===== config.mk =====
export PLATFORM = sky130hd
export DESIGN_NAME = regfile_wb_queue
export DESIGN_NICKNAME = d
export VERILOG_FILES = /design/src/rtl/regfile_pkg.sv /design/src/rtl/wb_fwd_match.sv /design/src/rtl/regfile_wb_queue.sv
export SDC_FILE = /design/constraint.sdc
export NUM_CORES = 1
export LEC_CHECK = 0
export CELL_PAD_IN_SITES_DETAIL_PLACEMENT = 2
export CELL_PAD_IN_SITES_GLOBAL_PLACEMENT = 2
export CORE_MARGIN = 3
export CORE_UTILIZATION = 35
export DETAILED_ROUTE_END_ITERATION = 8
export GPL_TIMING_DRIVEN = 0
export PLACE_DENSITY = 0.89
export SLEW_MARGIN = 20
export SYNTH_ARGS = -nofsm -noshare
export SYNTH_HDL_FRONTEND = slang
export SYNTH_SLANG_ARGS = --single-unit

===== constraint.sdc =====
create_clock -name clk -period 12.95 [get_ports clk]
set_input_delay 3.2375 -clock clk [delete_from_list [all_inputs] [get_ports clk]]
set_output_delay 3.2375 -clock clk [all_outputs]
set_load 0.05 [all_outputs]

===== src/rtl/regfile_pkg.sv =====
// Shared register-file constants and the writeback queue entry type.
// Used by regfile_wb_queue and wb_fwd_match.
package regfile_pkg;

   localparam int XLEN     = 32;
   localparam int AW       = 5;
   localparam int ZERO_REG = 0;
   localparam int NUM_REGS = 32;

   typedef struct packed {
      logic [AW-1:0]   addr;
      logic [XLEN-1:0] data;
   } wb_entry_t;

endpackage


===== src/rtl/wb_fwd_match.sv =====
// Youngest-match lookup across the occupied writeback queue entries.
// Walks the entries from oldest (i_head) to youngest so the last hit wins.
module wb_fwd_match
   import regfile_pkg::*;
#(
   parameter int DEPTH = 4,
   localparam int PW = $clog2(DEPTH)
)(
   input  wb_entry_t [DEPTH-1:0] i_entries,
   input  logic [DEPTH-1:0]      i_occ,
   input  logic [PW-1:0]         i_head,
   input  logic [AW-1:0]         i_addr,
   input  logic [XLEN-1:0]       i_fallback,
   output logic                  o_hit,
   output logic [XLEN-1:0]       o_data
);

   logic [PW-1:0] w_idx;

   always_comb begin
      o_hit  = 1'b0;
      o_data = i_fallback;
      w_idx  = '0;
      for (int k = 0; k < DEPTH; k++) begin
         w_idx = i_head + PW'(k);
         if (i_occ[w_idx] && (i_entries[w_idx].addr == i_addr)) begin
            o_hit  = 1'b1;
            o_data = i_entries[w_idx].data;
         end
      end
      // Register zero is hardwired; it never matches and always reads as zero.
      if (i_addr == AW'(ZERO_REG)) begin
         o_hit  = 1'b0;
         o_data = '0;
      end
   end

endmodule


===== src/rtl/regfile_wb_queue.sv =====
// In-order writeback queue feeding the register file write port, with S/T read forwarding.
// Macro REGFILE_WB_BYPASS_EN enables forwarding; without it, wb_ready stalls on pending S/T hazards.
module regfile_wb_queue #(
   parameter int DEPTH = 4,
   parameter int XLEN  = regfile_pkg::XLEN,
   parameter int AW    = regfile_pkg::AW
)(
   input  logic                   clk,
   input  logic                   reset,
   input  logic                   wb_valid,
   output logic                   wb_ready,
   input  logic [AW-1:0]          wb_addr,
   input  logic [XLEN-1:0]        wb_data,
   input  logic                   rf_hold,
   output logic                   D_En,
   output logic [AW-1:0]          D_Addr,
   output logic [XLEN-1:0]        D,
   input  logic [AW-1:0]          S_Addr,
   input  logic [AW-1:0]          T_Addr,
   input  logic [XLEN-1:0]        S_rf,
   input  logic [XLEN-1:0]        T_rf,
   output logic [XLEN-1:0]        S_fwd,
   output logic [XLEN-1:0]        T_fwd,
   output logic [$clog2(DEPTH):0] pending
);

   localparam int PW = $clog2(DEPTH);
   localparam int CW = PW + 1;

`ifdef REGFILE_WB_BYPASS_EN
   localparam bit BYPASS = 1'b1;
`else
   localparam bit BYPASS = 1'b0;
`endif

   regfile_pkg::wb_entry_t [DEPTH-1:0] r_entries;
   logic [DEPTH-1:0]                   r_valid;
   logic [PW-1:0]                      r_head;
   logic [PW-1:0]                      r_tail;
   logic [CW-1:0]                      r_count;
   logic                               r_run;

   logic            w_full;
   logic            w_push;
   logic            w_pop;
   logic            w_s_hit;
   logic            w_t_hit;
   logic [XLEN-1:0] w_s_data;
   logic [XLEN-1:0] w_t_data;

   assign w_full  = (r_count == CW'(DEPTH));
   // Without forwarding the producer must not run ahead of a queued write it will read back.
   assign wb_ready = r_run & ~w_full & (BYPASS | ~(w_s_hit | w_t_hit));
   assign w_push  = wb_valid & wb_ready & (wb_addr != AW'(regfile_pkg::ZERO_REG));
   assign D_En    = (r_count != '0) & ~rf_hold;
   assign w_pop   = D_En;

   // Vacated slots are cleared, so an empty head reads as zero straight from the registers.
   assign D_Addr  = r_entries[r_head].addr;
   assign D       = r_entries[r_head].data;
   assign pending = r_count;

   assign S_fwd = BYPASS ? w_s_data : S_rf;
   assign T_fwd = BYPASS ? w_t_data : T_rf;

   always_ff @(posedge clk or negedge reset) begin
      if (!reset) begin
         r_entries <= '0;
         r_valid   <= '0;
         r_head    <= '0;
         r_tail    <= '0;
         r_count   <= '0;
         r_run     <= 1'b0;
      end else begin
         r_run <= 1'b1;
         if (w_pop) begin
            r_entries[r_head] <= '0;
            r_valid[r_head]   <= 1'b0;
            r_head            <= r_head + 1'b1;
         end
         if (w_push) begin
            r_entries[r_tail].addr <= wb_addr;
            r_entries[r_tail].data <= wb_data;
            r_valid[r_tail]        <= 1'b1;
            r_tail                 <= r_tail + 1'b1;
         end
         if (w_push && !w_pop) begin
            r_count <= r_count + 1'b1;
         end else if (w_pop && !w_push) begin
            r_count <= r_count - 1'b1;
         end
      end
   end

   wb_fwd_match #(.DEPTH(DEPTH)) u_s_match (
      .i_entries  (r_entries),
      .i_occ      (r_valid),
      .i_head     (r_head),
      .i_addr     (S_Addr),
      .i_fallback (S_rf),
      .o_hit      (w_s_hit),
      .o_data     (w_s_data)
   );

   wb_fwd_match #(.DEPTH(DEPTH)) u_t_match (
      .i_entries  (r_entries),
      .i_occ      (r_valid),
      .i_head     (r_head),
      .i_addr     (T_Addr),
      .i_fallback (T_rf),
      .o_hit      (w_t_hit),
      .o_data     (w_t_data)
   );

endmodule


==> flow_metrics.py, run 1 <==
metrics = {
    "worst_hold_path": {
        "hp-start": "r_entries[122]$_DFF_PN0_",
        "hp-class": "reg2reg",
        "holdPathStages": 2,
    },
    "final_layout": {
        "area_growth_pct": 26.9,
        "final_layout_size_suffix_gt1_frac": 0.194,
        "final_util": 0.458,
        "fin_cells": 1293,
        "nNetsFinal": 1075,
        "design_area_um2": 11700,
        "fill_cells": 2590,
        "n_antenna_cell": 0,
    },
    "critical_path": {
        "endpoint_kind": "output port",
        "cp.arrival_ns": 5.49,
        "crit_start": "r_head[1]$_DFFE_PN0P_",
        "required_ns": 9.71,
        "cp_max_fo": 10,
        "crit_type": "reg2out",
        "cpPeakStageDelay_ns": 0.79,
        "crit_cells": 14,
        "cp_common_cell": "buf_2",
        "critPathTopFamily": "buffers and inverters",
        "cpMaxStageDelayCell": "clkdlybuf4s50_1",
        "r2r_slack_ns": 7.22,
        "cp_cell_sequence": "buf_2 > buf_2 > buf_1 > inv_1 > ha_1 > buf_4 > mux4_2 > xor2_1 > nor4_1 > nand3_1 > nand4_1 > a221o_4 > inv_2 > clkdlybuf4s50_1",
        "cp_num_buf_inv": 7,
        "r2r-start": "r_head[1]$_DFFE_PN0P_",
        "r2r_cells": 19,
        "crit_path_start_kind": "register",
    },
    "logic_synthesis": {
        "synth-seq-area-share": 0.434,
        "synth_edf_count": 0,
        "synthesis.nets": 909,
        "synth.area.top_cells": "dfrtp_1 (43%), mux2i_1 (16%), mux4_2 (13%)",
        "ys_types": 31,
        "yosysTopAreaCell": "dfrtp_1",
        "synthTopCellsByCount": "dfrtp_1 (160), nand2_1 (157), mux2i_1 (148)",
        "syn_avg_cell_area_um2": 11.8,
        "synthCells": 784,
        "async_flop_share": 1.00,
        "netlist_area_um2": 9220,
        "synth.most_common_cell": "dfrtp_1",
        "synth-main-ff-cell": "dfrtp_1",
        "yosys.area.top_type_share": 0.434,
        "ys_ff_latch": 160,
        "yosysWarnings": 0,
    },
    "sta": {
        "hold_slack_ns": 0.527,
        "rsz0062_at_grt": "no",
        "finalHoldViolations": 0,
        "fin_worst_skew_ns": 0.0184,
        "setup-violations-final": 0,
        "worst_pin_slew_ns": 0.941,
        "slew_violations": 0,
        "clock.fmax_ghz": 0.115,
        "fin_crit_sh": 0.674,
        "setup_tns_ns": 0,
        "min_period_ns": 8.73,
        "final.setup.worst_slack_ns": 4.22,
        "slew-limit-headroom": 0.373,
    },
    "clocking": {
        "htreeDepth": 4,
        "cts_buffers": 17,
        "clock-sinks": 160,
        "root_buffer": "clkbuf_16",
        "cts.path.max_buffers": 2,
        "cts_resized": 0,
        "clk_latency_ns": 0.45,
        "clk_pin_slew_worst_paths_ns": 0.07,
        "post_cts_buffers": 0,
        "ctsHoldBuffers": 0,
        "cts_tree": "yes",
    },
    "power_and_ir_drop": {
        "finalPower_mw": 3.01,
        "power.density_nw_per_um2": 257,
        "p_leak_nw": 5.06,
        "peakVddDrop_mv": 0.137,
    },
    "detailed_routing": {
        "viasPerCell": 5.16,
        "antenna_left": 0,
        "vias": 6671,
        "drt_pass1_iterations": 4,
        "drtIter0Drc": 321,
        "routed_wl_um": 29700,
        "drc": 0,
        "routedWlPerCell_um": 22.9,
    },
    "place": {
        "gp_congestion": 0.746,
        "dpl-instance-area_um2": 11100,
        "dpl.cell_count": 1261,
        "place_ws_ns": 4.28,
        "port-buffer-count": 146,
        "dp_hpwl_um": 20300,
    },
    "grt": {
        "gr-usage-all-layers": 0.212,
        "grt_overflow": 0,
        "antenna_found_initial": 0,
        "grt_pass1_wl_um": 46300,
        "grt_max_degree": 89,
        "grt_pass1_vias": 7809,
    },
    "floorplan": {
        "core_um2": 25500,
        "die_h_um": 168,
        "ioPinCount": 221,
        "start_util": 0.361,
        "fp-row-count": 58,
        "die_w_um": 168,
        "dieArea_um2": 28300,
    },
    "run_status": {
        "outcome": "completed",
    },
    "job": {
        "drv_cap": 0,
    },
}
[cell type report]
cell class,instances,area (µm²),share of cell area
multi-input combinational,458,4170,0.356
sequential,160,4000,0.342
timing repair buffer,147,1490,0.128
buffer,118,866,0.0740
clock buffer,19,453,0.0387
tap,330,413,0.0353
inverter,48,180,0.0154
clock inverter,13,119,0.0102
[worst min-delay path, cell delays in order, from the launching register on]
cell     delay, ns
dfrtp_1       0.38
nand2_1       0.06
mux2i_1       0.05
[placed cells by master, fill, tap and decap left out, types with 2 or more instances in the layout]
cell type,instances
inv_6,6
nand3_1,8
ha_1,9
nor4_1,8
clkdlybuf4s50_1,145
xor2_1,34
buf_2,3
clkbuf_8,2
nor3_1,3
nor3_4,4
buf_8,5
inv_1,44
clkbuf_1,24
mux2i_1,148
buf_1,6
clkinv_4,3
nand2_1,157
buf_4,70
dfrtp_1,160
nand4_1,3
a21o_1,4
inv_2,4
nor2_1,6
buf_6,6
clkbuf_16,17
xnor2_1,11
buf_12,4
mux4_1,2
mux4_2,54
[report_power, final]
group          total (mW)  internal, mW  switching [mW]
logic                1.63         0.664           0.968
registers           0.872         0.705           0.167
clock network       0.502         0.263           0.239
[state kept, by name (all words and copies together), names as in the netlist]
register and count:
pending 3, r_entries 148, r_head 2, r_run 1, r_tail 2, r_valid 4
[per-layer routing]
| layer | vias to the layer above | global-route usage | wire length (µm) |
|---|---|---|---|
| met4 | 0 | 0.0473 | 263 |
| met1 | 3541 | 0.247 | 11700 |
| met3 | 20 | 0.0369 | 1330 |
| li1 | 2916 | - | - |
| met2 | 194 | 0.403 | 16400 |
| met5 | - | 0 | 0 |
[logic make-up after synthesis]
logic type | after synthesis | synth area share
compound gates | 7 | 0.00706
fa+ha+maj | 10 | 0.0144
buf+inv | 166 | 0.113
mux | 206 | 0.301
simple gates | 189 | 0.0869
other cells | 1 | 0.000407
xor+xnor | 45 | 0.0428
flops | 160 | 0.434
[worst paths after layout]
| kind | to |
|---|---|
| min reg2reg | r_entries[122]$_DFF_PN0_ |
| max in group asynchronous | r_entries[40]$_DFF_PN0_ |
| min | r_entries[122]$_DFF_PN0_ |
| min in group asynchronous | r_entries[35]$_DFF_PN0_ |
| max | wb_ready |
| max reg2reg | pending[2]$_DFFE_PN0P_ |
Note: power is estimated with default switching activity, not from simulation.
==> run 2: changes to the inputs <==
--- a/config.mk
+++ b/config.mk
@@ -8,10 +8,10 @@
 export CELL_PAD_IN_SITES_DETAIL_PLACEMENT = 2
 export CELL_PAD_IN_SITES_GLOBAL_PLACEMENT = 2
 export CORE_MARGIN = 3
-export CORE_UTILIZATION = 35
+export CORE_UTILIZATION = 29
 export DETAILED_ROUTE_END_ITERATION = 8
 export GPL_TIMING_DRIVEN = 0
-export PLACE_DENSITY = 0.89
+export PLACE_DENSITY = 0.79
 export SLEW_MARGIN = 20
 export SYNTH_ARGS = -nofsm -noshare
 export SYNTH_HDL_FRONTEND = slang
==> constraint.sdc (replaced) <==
create_clock -name clk -period 7.6 [get_ports clk]
set_input_delay 1.9 -clock clk [delete_from_list [all_inputs] [get_ports clk]]
set_output_delay 1.9 -clock clk [all_outputs]
set_load 0.05 [all_outputs]
==> run 2 against run 1 <==
  * Combinational power rose by 67%
  * Via count shrank 2.8%
  * Clock skew fell by 0.0043 ns
  * Hold slack got worse by 0.0057 ns
  * Utilization is 7.6 points lower
  * Final cell count rose by 5.0%
  * Final area rose by 1.2%
  * Count of clock-buffer cells in the layout decreased by 1
  * Largest power group unchanged
  * Highest routed layer unchanged
==> flow_metrics.py, run 2 (synthesized netlist as in run 1, its figures left out) <==
metrics = {
    "sta": {
        "min_period_ns": 7.25,
        "setup-violations-final": 0,
        "fin_worst_skew_ns": 0.0141,
        "worst_pin_slew_ns": 0.930,
        "final.setup.worst_slack_ns": 0.348,
        "slew-limit-headroom": 0.380,
        "finalHoldViolations": 0,
        "hold_slack_ns": 0.521,
        "setup_tns_ns": 0,
        "slew_violations": 0,
        "rsz0062_at_grt": "no",
        "clock.fmax_ghz": 0.138,
        "fin_crit_sh": 0.954,
    },
    "final_layout": {
        "area_growth_pct": 28.4,
        "ff_latch_area_um2": 4000,
        "fill_cells": 3213,
        "final_layout_size_suffix_gt1_frac": 0.193,
        "top_register": "r_entries",
        "final_util": 0.382,
        "largest_reg_flops": 148,
        "n_antenna_cell": 0,
        "nNetsFinal": 1074,
        "multi_input_area_um2": 4170,
        "final_common_cell": "dfrtp_1",
        "fin_cells": 1358,
        "final_cell_mix": "dfrtp_1 (160), nand2_1 (157), mux2i_1 (148)",
        "design_area_um2": 11800,
    },
    "critical_path": {
        "cp_cell_sequence": "buf_2 > buf_2 > buf_1 > inv_1 > ha_1 > buf_4 > mux4_2 > xor2_1 > nor4_1 > nand3_1 > nand4_1 > a221o_4 > inv_2 > clkdlybuf4s50_1",
        "cp.arrival_ns": 5.35,
        "cp_max_fo": 10,
        "crit_type": "reg2out",
        "required_ns": 5.70,
        "crit_start": "r_head[1]$_DFFE_PN0P_",
        "r2r-start": "r_head[1]$_DFFE_PN0P_",
        "endpoint_kind": "output port",
        "crit_path_start_kind": "register",
        "r2r_cells": 19,
        "cpMaxStageDelayCell": "clkdlybuf4s50_1",
        "cpPeakStageDelay_ns": 0.80,
        "cp_common_cell": "buf_2",
    },
    "power_and_ir_drop": {
        "combPwrFrac": 0.533,
        "power.switching_mw": 2.23,
        "switching_share": 0.437,
        "clockPowerShare": 0.183,
        "seq_power_share": 0.284,
        "p_int_mw": 2.87,
        "p_leak_nw": 5.09,
        "power.density_nw_per_um2": 431,
        "finalPower_mw": 5.10,
        "peakVddDrop_mv": 0.235,
    },
    "floorplan": {
        "core_um2": 31000,
        "start_util": 0.297,
        "dieArea_um2": 34000,
        "ioPinCount": 221,
        "die_w_um": 184,
        "fp-row-count": 64,
        "die_h_um": 184,
    },
    "worst_hold_path": {
        "hp-start": "r_entries[120]$_DFF_PN0_",
        "hp-class": "reg2reg",
        "holdPathStages": 2,
    },
    "detailed_routing": {
        "drc": 0,
        "antenna_left": 0,
        "viasPerCell": 4.78,
        "drtIter0Drc": 171,
        "routed_wl_um": 26700,
        "routedWlPerCell_um": 19.6,
        "vias": 6487,
        "drt_pass1_iterations": 4,
    },
    "place": {
        "dp_hpwl_um": 19100,
        "dpl-instance-area_um2": 11200,
        "dpl.cell_count": 1327,
        "place_ws_ns": 0.393,
        "gp_congestion": 0.736,
        "port-buffer-count": 146,
    },
    "grt": {
        "grt_max_degree": 85,
        "grt_overflow": 0,
        "gr-usage-all-layers": 0.161,
        "grt_pass1_vias": 7364,
        "grt_pass1_wl_um": 42500,
        "antenna_found_initial": 0,
    },
    "run_status": {
        "outcome": "completed",
    },
    "clocking": {
        "cts_buffers": 17,
        "cts.path.max_buffers": 2,
        "cts_resized": 0,
        "htreeDepth": 4,
        "clock-sinks": 160,
        "cts_tree": "yes",
        "clk_latency_ns": 0.43,
        "ctsHoldBuffers": 0,
        "root_buffer": "clkbuf_16",
        "post_cts_buffers": 0,
        "clk_pin_slew_worst_paths_ns": 0.08,
    },
    "job": {
        "drv_cap": 0,
    },
}
run 2: worst paths after layout:
path                       slack (ns)                  endpoint
max in group asynchronous        5.28   r_entries[67]$_DFF_PN0_
min in group asynchronous        1.49    r_entries[5]$_DFF_PN0_
max                              0.35                  wb_ready
max reg2reg                      1.95    pending[2]$_DFFE_PN0P_
min reg2reg                      0.52  r_entries[120]$_DFF_PN0_
min                              0.52  r_entries[120]$_DFF_PN0_
run 2: area by class of cell:
cell class                 count  area share
multi-input combinational    458       0.352
sequential                   160       0.338
timing repair buffer         147       0.126
buffer                       117      0.0728
tap                          396      0.0419
clock buffer                  18      0.0371
clock inverter                14      0.0161
inverter                      48      0.0152
run 2: power groups by stage:
| stage | registers (mW) | logic (mW) | clock network [mW] |
|---|---|---|---|
| 2_1_floorplan | 1.40 | 1.98 | 0 |
| 3_3_place_gp | 1.43 | 2.69 | 0 |
| 3_5_place_dp | 1.46 | 2.77 | 0 |
| 4_1_cts | 1.45 | 2.78 | 0.958 |
| 5_1_grt | 1.50 | 2.94 | 0.992 |
| 6_report | 1.45 | 2.72 | 0.933 |
run 2: metal layers:
metal,vias to the layer above,GRT usage,share of wire
met5,-,0,0
met4,0,0.0296,0.0077
met3,12,0.0239,0.035
met2,150,0.290,0.52
met1,3398,0.207,0.43
li1,2927,-,-
run 2: worst max-delay path: cells and delay by family, from the launching register on:
| family | cells | cell delay (ns) |
|---|---|---|
| compound gates | 1 | 0.50 |
| xor+xnor | 1 | 0.18 |
| fa+ha+maj | 1 | 0.49 |
| buf+inv | 7 | 2.52 |
| flops | 1 | 0.38 |
| mux | 1 | 0.56 |
| simple gates | 3 | 0.29 |
==> run 3: changes to the inputs <==
==> constraint.sdc (replaced) <==
create_clock -name clk -period 6.1 [get_ports clk]
set_input_delay 1.525 -clock clk [delete_from_list [all_inputs] [get_ports clk]]
set_output_delay 1.525 -clock clk [all_outputs]
set_load 0.05 [all_outputs]
==> run 3 against run 2 <==
  * Non-clock buffer count is the same
  * Critical path depth shrank 1
  * Critical path type unchanged
  * Critical endpoint unchanged
  * Global-route usage is essentially flat
  * Hold slack is essentially flat
  * Clock power grew 24%
  * Final area grew 0.16%
  * Register-to-register slack lost 0.89 ns
  * Largest cell class unchanged
==> flow_metrics.py, run 3 (synthesized netlist as in run 1, its figures left out) <==
metrics = {
    "final_layout": {
        "n_antenna_cell": 0,
        "nNetsFinal": 1074,
        "design_area_um2": 11900,
        "top_register": "r_entries",
        "final_layout_size_suffix_gt1_frac": 0.198,
        "final_cell_mix": "dfrtp_1 (159), nand2_1 (157), mux2i_1 (148)",
        "area_growth_pct": 28.6,
        "final_common_cell": "dfrtp_1",
        "largest_reg_flops": 148,
        "fill_cells": 3217,
        "final_util": 0.382,
    },
    "place": {
        "place_ws_ns": -0.732,
        "gp_congestion": 0.736,
        "dp_hpwl_um": 19100,
        "dpl-instance-area_um2": 11200,
        "port-buffer-count": 146,
    },
    "clocking": {
        "cts.path.max_buffers": 2,
        "clk_latency_ns": 0.43,
        "htreeDepth": 4,
        "ctsHoldBuffers": 0,
        "clock-sinks": 160,
        "cts_resized": 10,
        "cts_buffers": 17,
        "post_cts_buffers": 0,
        "cts_tree": "yes",
        "root_buffer": "clkbuf_16",
        "clk_pin_slew_worst_paths_ns": 0.08,
    },
    "sta": {
        "worst_pin_slew_ns": 0.932,
        "slew-limit-headroom": 0.378,
        "clock.fmax_ghz": 0.172,
        "fin_worst_skew_ns": 0.0142,
        "setup-violations-final": 0,
        "final.setup.worst_slack_ns": 0.286,
        "finalHoldViolations": 0,
        "fin_crit_sh": 0.953,
        "slew_violations": 0,
        "rsz0062_at_grt": "no",
        "min_period_ns": 5.81,
    },
    "critical_path": {
        "cp_num_buf_inv": 6,
        "cp_cell_sequence": "buf_2 > clkbuf_4 > inv_1 > ha_2 > buf_6 > mux4_2 > xor2_1 > nor4_1 > nand3_1 > nand4_1 > a221o_4 > inv_2 > clkdlybuf4s15_2",
        "critPathTopFamily": "buffers and inverters",
        "crit_path_start_kind": "register",
        "cpMaxStageDelayCell": "mux4_2",
        "cp_max_fo": 19,
        "required_ns": 4.58,
        "crit_type": "reg2out",
        "endpoint_kind": "output port",
        "cpPeakStageDelay_ns": 0.56,
        "cp.arrival_ns": 4.29,
    },
    "floorplan": {
        "core_um2": 31000,
        "ioPinCount": 221,
        "die_w_um": 184,
        "dieArea_um2": 34000,
        "start_util": 0.297,
        "fp-row-count": 64,
        "die_h_um": 184,
    },
    "detailed_routing": {
        "routedWlPerCell_um": 19.7,
        "routed_wl_um": 26800,
        "drtIter0Drc": 169,
        "vias": 6484,
        "viasPerCell": 4.77,
        "drt_pass1_iterations": 4,
        "antenna_left": 0,
        "drc": 0,
    },
    "power_and_ir_drop": {
        "power.switching_mw": 2.79,
        "p_leak_nw": 5.09,
        "seq_power_share": 0.283,
        "switching_share": 0.437,
        "power.density_nw_per_um2": 539,
        "clockPowerShare": 0.182,
        "combPwrFrac": 0.535,
        "peakVddDrop_mv": 0.291,
        "p_int_mw": 3.59,
    },
    "grt": {
        "antenna_found_initial": 0,
        "gr-usage-all-layers": 0.161,
        "grt_pass1_wl_um": 42500,
        "grt_overflow": 0,
        "grt_pass1_vias": 7358,
        "grt_max_degree": 85,
    },
    "run_status": {
        "outcome": "completed",
    },
    "worst_hold_path": {
        "hp-class": "reg2reg",
    },
    "job": {
        "drv_cap": 0,
    },
}
[run 3: cell count changes in the layout (fill, tap and decap cells not counted), sizes merged]
cell / delta
buf: -1
clkbuf: +1
clkdlybuf4s15: +1
clkdlybuf4s50: -1
[run 3: worst min-delay path, stage by stage (launching register included)]
cell and delay, ns:
dfrtp_1 0.38, nand2_1 0.06, mux2i_1 0.05
[run 3: per-stage QoR]
stage	hold slack (ns)	power (mW)	std cells	setup TNS, ns
6_report	0.521	6.38	1358	0
5_1_grt	0.541	6.79	1358	0
4_1_cts	0.528	6.47	1358	0
3_5_place_dp	0.517	5.26	1327	-0.732
3_3_place_gp	0.506	5.13	1326	-568.85
2_1_floorplan	0.495	4.20	784	0
[run 3: layout make-up]
type	count	area, µm²	share of cell area
buffer	117	875	0.0738
inverter	48	180	0.0152
clock inverter	14	190	0.0160
clock buffer	18	439	0.0371
sequential	160	4010	0.338
multi-input combinational	458	4170	0.352
tap	396	495	0.0418
timing repair buffer	147	1500	0.126
[run 3: power groups by stage]
stage	registers [mW]	logic, mW	clock network, mW
floorplan	1.74	2.46	0
global placement	1.78	3.35	0
detailed placement	1.82	3.45	0
CTS	1.81	3.47	1.19
global route	1.87	3.69	1.24
finish	1.81	3.41	1.16
[run 3: routing by layer]
layer | track usage | vias to the layer above | share of wire
li1 | - | 2930 | -
met1 | 0.207 | 3382 | 0.43
met2 | 0.290 | 160 | 0.52
met3 | 0.0239 | 12 | 0.036
met4 | 0.0296 | 0 | 0.0072
met5 | 0 | - | 0
[run 3: path summary, 6_finish.rpt]
path | start | to | slack, ns | cells past startpoint
setup / recovery | r_head[1]$_DFFE_PN0P_ | wb_ready | 0.29 | 13
hold / removal | r_entries[120]$_DFF_PN0_ | r_entries[120]$_DFF_PN0_ | 0.52 | 2
setup reg to reg | r_head[1]$_DFFE_PN0P_ | pending[2]$_DFFE_PN0P_ | 1.06 | 18
hold reg to reg | r_entries[120]$_DFF_PN0_ | r_entries[120]$_DFF_PN0_ | 0.52 | 2
max in group asynchronous | reset | r_entries[67]$_DFF_PN0_ | 4.15 | 2
min in group asynchronous | reset | r_entries[5]$_DFF_PN0_ | 1.11 | 1
